<file path="config.mk">
export PLATFORM = sky130hd
export DESIGN_NAME = instruction_cache
export DESIGN_NICKNAME = d
export VERILOG_FILES = /design/src/rtl/instruction_cache.sv
export SDC_FILE = /design/constraint.sdc
export NUM_CORES = 1
export LEC_CHECK = 0
export ABC_AREA = 1
export CAP_MARGIN = 20
export CELL_PAD_IN_SITES_DETAIL_PLACEMENT = 0
export CELL_PAD_IN_SITES_GLOBAL_PLACEMENT = 1
export CORE_MARGIN = 4
export CORE_UTILIZATION = 45
export DETAILED_ROUTE_END_ITERATION = 10
export PLACE_DENSITY_LB_ADDON = 0.08
export SETUP_SLACK_MARGIN = 0.05
export SYNTH_ARGS = -nofsm -noshare
export SYNTH_HDL_FRONTEND = slang
export SYNTH_SLANG_ARGS = --single-unit
export TNS_END_PERCENT = 50
</file>
<file path="constraint.sdc">
create_clock -name CLK -period 24.3 [get_ports CLK]
set_input_delay 4.86 -clock CLK [delete_from_list [all_inputs] [get_ports CLK]]
set_output_delay 4.86 -clock CLK [all_outputs]
set_load 0.03 [all_outputs]
</file>
<file path="src/rtl/instruction_cache.sv">
// Direct-mapped, read-only instruction cache. Hits are answered combinationally
// in the same cycle. A miss stalls the CPU, fetches a 16-byte block from
// instruction memory and refills the indexed line.
//
// Memory handshake: while MEM_READ is high, MEM_ADDRESS holds the requested
// block address. The block on MEM_READDATA is accepted on a rising edge where
// MEM_BUSYWAIT is low, except on the first MEM_READ cycle, where MEM_BUSYWAIT
// is ignored. The CPU holds PC while BUSYWAIT is high.
module instruction_cache #(
   parameter int NUM_LINES   = 8,
   parameter int BLOCK_WORDS = 4
) (
   input  logic         CLK,
   input  logic         RESET,
   input  logic [31:0]  PC,
   output logic [31:0]  INSTRUCTION,
   output logic         BUSYWAIT,
   output logic         MEM_READ,
   output logic [5:0]   MEM_ADDRESS,
   input  logic [127:0] MEM_READDATA,
   input  logic         MEM_BUSYWAIT,
   output logic [1:0]   o_dbg_state
);

   localparam int IDX_W = $clog2(NUM_LINES);
   localparam int OFF_W = $clog2(BLOCK_WORDS);
   localparam int TAG_W = 6 - IDX_W;

   typedef enum logic [1:0] {
      S_IDLE     = 2'd0,
      S_MEM_READ = 2'd1,
      S_UPDATE   = 2'd2
   } state_t;

   // Address fields. Only PC[9:0] matters and PC[1:0] is a byte offset.
   logic [TAG_W-1:0] w_tag;
   logic [IDX_W-1:0] w_index;
   logic [OFF_W-1:0] w_offset;
   logic             w_unused_pc;

   assign w_tag       = PC[9:10-TAG_W];
   assign w_index     = PC[4+IDX_W-1:4];
   assign w_offset    = PC[2+OFF_W-1:2];
   assign w_unused_pc = ^{PC[31:10], PC[1:0]};

   // Line storage: valid bits are reset, tag and data contents are not.
   logic [NUM_LINES-1:0] r_valid;
   logic [TAG_W-1:0]     r_tag  [NUM_LINES];
   logic [127:0]         r_data [NUM_LINES];

   // Refill request and FSM state.
   state_t       r_state;
   logic         r_first;
   logic         r_mem_read;
   logic [5:0]   r_req_addr;
   logic [127:0] r_fill;

   logic [IDX_W-1:0] w_req_index;
   logic [TAG_W-1:0] w_req_tag;
   logic             w_hit;
   logic [6:0]       w_bitsel;
   logic [31:0]      w_word;

   assign w_req_index = r_req_addr[IDX_W-1:0];
   assign w_req_tag   = r_req_addr[5:IDX_W];
   assign w_hit       = r_valid[w_index] && (r_tag[w_index] == w_tag);
   assign w_bitsel    = {w_offset, 5'd0};
   assign w_word      = r_data[w_index][w_bitsel +: 32];
   assign o_dbg_state = r_state;

   // Refill FSM: latch the missing block, wait for memory, then commit the line.
   always_ff @(posedge CLK) begin
      if (RESET) begin
         r_state    <= S_IDLE;
         r_first    <= 1'b0;
         r_mem_read <= 1'b0;
         r_req_addr <= 6'd0;
         r_valid    <= '0;
      end else begin
         case (r_state)
            S_IDLE: begin
               if (!w_hit) begin
                  r_req_addr <= {w_tag, w_index};
                  r_first    <= 1'b1;
                  r_mem_read <= 1'b1;
                  r_state    <= S_MEM_READ;
               end
            end
            S_MEM_READ: begin
               // The busy flag on the first request cycle still reflects the
               // previous memory transaction, so it is never trusted.
               if (r_first) begin
                  r_first <= 1'b0;
               end else if (!MEM_BUSYWAIT) begin
                  r_fill     <= MEM_READDATA;
                  r_mem_read <= 1'b0;
                  r_state    <= S_UPDATE;
               end
            end
            S_UPDATE: begin
               r_valid[w_req_index] <= 1'b1;
               r_state              <= S_IDLE;
            end
            default: r_state <= S_IDLE;
         endcase
      end
   end

   // Tag and data arrays are written only when a refill completes.
   always_ff @(posedge CLK) begin
      if (!RESET && r_state == S_UPDATE) begin
         r_tag[w_req_index]  <= w_req_tag;
         r_data[w_req_index] <= r_fill;
      end
   end

   // CPU and memory outputs, all forced to zero while reset is held.
   always_comb begin
      INSTRUCTION = 32'd0;
      BUSYWAIT    = 1'b0;
      MEM_READ    = 1'b0;
      MEM_ADDRESS = 6'd0;
      if (!RESET) begin
         INSTRUCTION = w_word;
         BUSYWAIT    = (r_state != S_IDLE) || !w_hit;
         MEM_READ    = r_mem_read;
         MEM_ADDRESS = r_req_addr;
      end
   end

endmodule
</file>
==> impl_metrics.toml <==
[outcome]
status = "finished clean"

[global_route]
antenna_found_initial = 4
grt_max_degree = 240
overflow = 0
grt_pass1_vias = 27426
grt_usage_pct = 22.5
grt_pass1_wl_mm = 179

[final_layout]
final_common_cell = "edfxtp_1"
area_growth_pct = 15.4
drive_above_1_share_pct = 7.06
layout_common_cells = "edfxtp_1 (1176), nor2_1 (625), o21ai_0 (541), o221ai_1 (181), clkdlybuf4s50_1 (175)"
fin_nets = 3502
num_antenna_cells = 0

[detailed_routing]
wl_met1_mm = 53.4
via_count = 27904
viasPerCell = 5.82
wl_met2_mm = 58.7
drc = 0
topRoutingLayerUsed = "met4"
routed_wl_mm = 123
dr.pass1.iters = 5
wl_met3_mm = 7.58
wl_per_cell_um = 25.6
ant_nets = 0
drt_iter0_markers = 2797

[sta]
whs_ns = 0.463
fin_tns_setup_ns = 0
slew_headroom_pct = 28.0
setup_viol = 0
timing.final.max_slew_violations = 0
post-route-period-util_pct = 60.1
max_freq_mhz = 68.5
rsz0062_at_grt = "false"
skew_ns = 0.0319
worstMarginPinSlew_ns = 1.08
finalCriticalPeriod_ns = 14.61
finalHoldViolCount = 0

[clocking]
ctsLongestPathBuffers = 3
post_cts_hold_buffer_count = 0
clock-sinks = 1194
clk_latency_ns = 0.73
numCtsBuffers = 130
cts_setup_buffers = 0
cts_max_level = 4
clkSlewWorstSetupHoldPaths_ns = 0.06
root_buffer = "clkbuf_16"
cts_tree = "yes"
post_cts_resized = 0

[die]
io_pins = 205
rows = 116
core_area_mm2 = 0.100
start_util_pct = 45.5
die_w_um = 326
die-area_mm2 = 0.106
fp.dieH_um = 326

[synth]
yosysWarningCount = 0
synth_area_mm2 = 0.0456
synth_area_leader_cell = "edfxtp_1"
ys_ff_latch = 1194
synth_area_per_cell_um2 = 14.2
synthCells = 3217
synth_area_leaders = "edfxtp_1 (77%), o21ai_0 (5.9%), nor2_1 (5.2%), o221ai_1 (3.5%), nand3_1 (1.4%)"
syn_nets = 3380
synth_top_area_share_pct = 77.4
synth_seq_area_share_pct = 78.2
synth.distinct_cells = 26

[power_and_ir_drop]
powerDensity_mw_per_mm2 = 84.5
p_total_mw = 4.45
p_leak_nw = 16.7
peakVddDrop_v = 0.0000543

[setup_path]
end_kind = "primary output"
path_max_fanout = 184
r2r_cells = 7
crit_arrival_ns = 9.75
worstSetupPathType = "in -> out"
slowest_delay_ns = 0.82
start_kind = "input pin"
crit_required_ns = 19.44
crit_chain = "buf_8 > buf_4 > buf_12 > buf_4 > o21ai_0 > o221ai_1 > nand3_1 > nand3_1 > nand2_1 > nor2_1 > clkdlybuf4s50_1"
cpMaxStageDelayCell = "buf_4"

[hold_path]
hp-class = "reg -> reg"
min_path_cells = 2

[job]
drv_cap = 0

[placed_design]
io_buffers = 180
gp_congestion = 0.719
dp_hpwl_mm = 59.4
-- kinds of logic after synthesis --
group,after synthesis,share of synthesized area [%]
flops,1194,78.2
buf+inv,273,2.72
simple gates,885,7.73
compound gates,865,11.3
-- stage by stage --
step                      cells  util (%)  area [um2]  setup WS [ns]
final                      4797      52.5       52600           9.69
after global routing       4797      52.5       52600           9.32
after CTS                  4796      52.5       52600           9.44
after detailed placement   4563      48.3       48500           9.46
after global placement     4563      48.3       48500           9.59
after floorplan            3217         -       45600          12.97
-- sequential cells by signal, indices dropped and copies added, names as in the netlist --
register and cells:
r_fill 128, r_valid 8, r_first 1, r_mem_read 1
o_dbg_state 2, r_req_addr 6, r_data 1024, r_tag 24
-- power breakdown --
| part | switching (mW) | internal [mW] |
|---|---|---|
| combinational | 0.170 | 0.0773 |
| sequential | 0.0227 | 2.28 |
| clock | 0.766 | 1.13 |
| total | 0.959 | 3.49 |
-- synthesized netlist by cell type --
library cell	count
clkbuf_2	4
buf_1	13
inv_2	3
dfxtp_1	18
nand3_1	126
nand2_2	3
nor2_2	2
nand2_1	115
o21ai_1	35
buf_8	1
buf_6	8
nand3_2	5
buf_2	79
o221ai_1	181
o211ai_1	21
a21oi_1	9
clkbuf_4	1
nor2_1	634
inv_1	38
buf_4	10
clkinv_1	1
o22ai_1	75
clkbuf_1	115
edfxtp_1	1176
a31oi_1	3
o21ai_0	541
-- worst paths after layout --
path	startpoint	to	slack, ns
min reg2reg	r_valid[7]$_SDFFE_PP0N_	r_valid[7]$_SDFFE_PP0N_	0.46
min	r_valid[7]$_SDFFE_PP0N_	r_valid[7]$_SDFFE_PP0N_	0.46
max	PC[4]	INSTRUCTION[16]	9.69
max reg2reg	o_dbg_state[1]$_SDFFE_PP0P_	r_data[0][97]$_DFFE_PP_	20.27
-- critical path, delay by kind of cell --
family,cells,cell delay [ns]
compound gates,2,0.48
buf+inv,5,3.44
simple gates,4,0.76
-- final cells by class --
| type | instances | area, um2 |
|---|---|---|
| fillers | 8192 | 47700 |
| flip-flops and latches | 1194 | 35700 |
| multi-input cells | 1750 | 8750 |
| clock buffers | 170 | 3630 |
| repair buffers | 221 | 2200 |
| well taps | 1357 | 1700 |
| clock inverters | 63 | 499 |
| inverters | 42 | 178 |
-- routing by layer --
| metal | track usage (%) | up-vias |
|---|---|---|
| met1 | 31.4 | 14319 |
| met5 | 0 | - |
| met4 | 6.86 | 0 |
| met2 | 36.6 | 973 |
| li1 | - | 12421 |
| met3 | 4.01 | 191 |
Power figures use the tool's default switching activity.
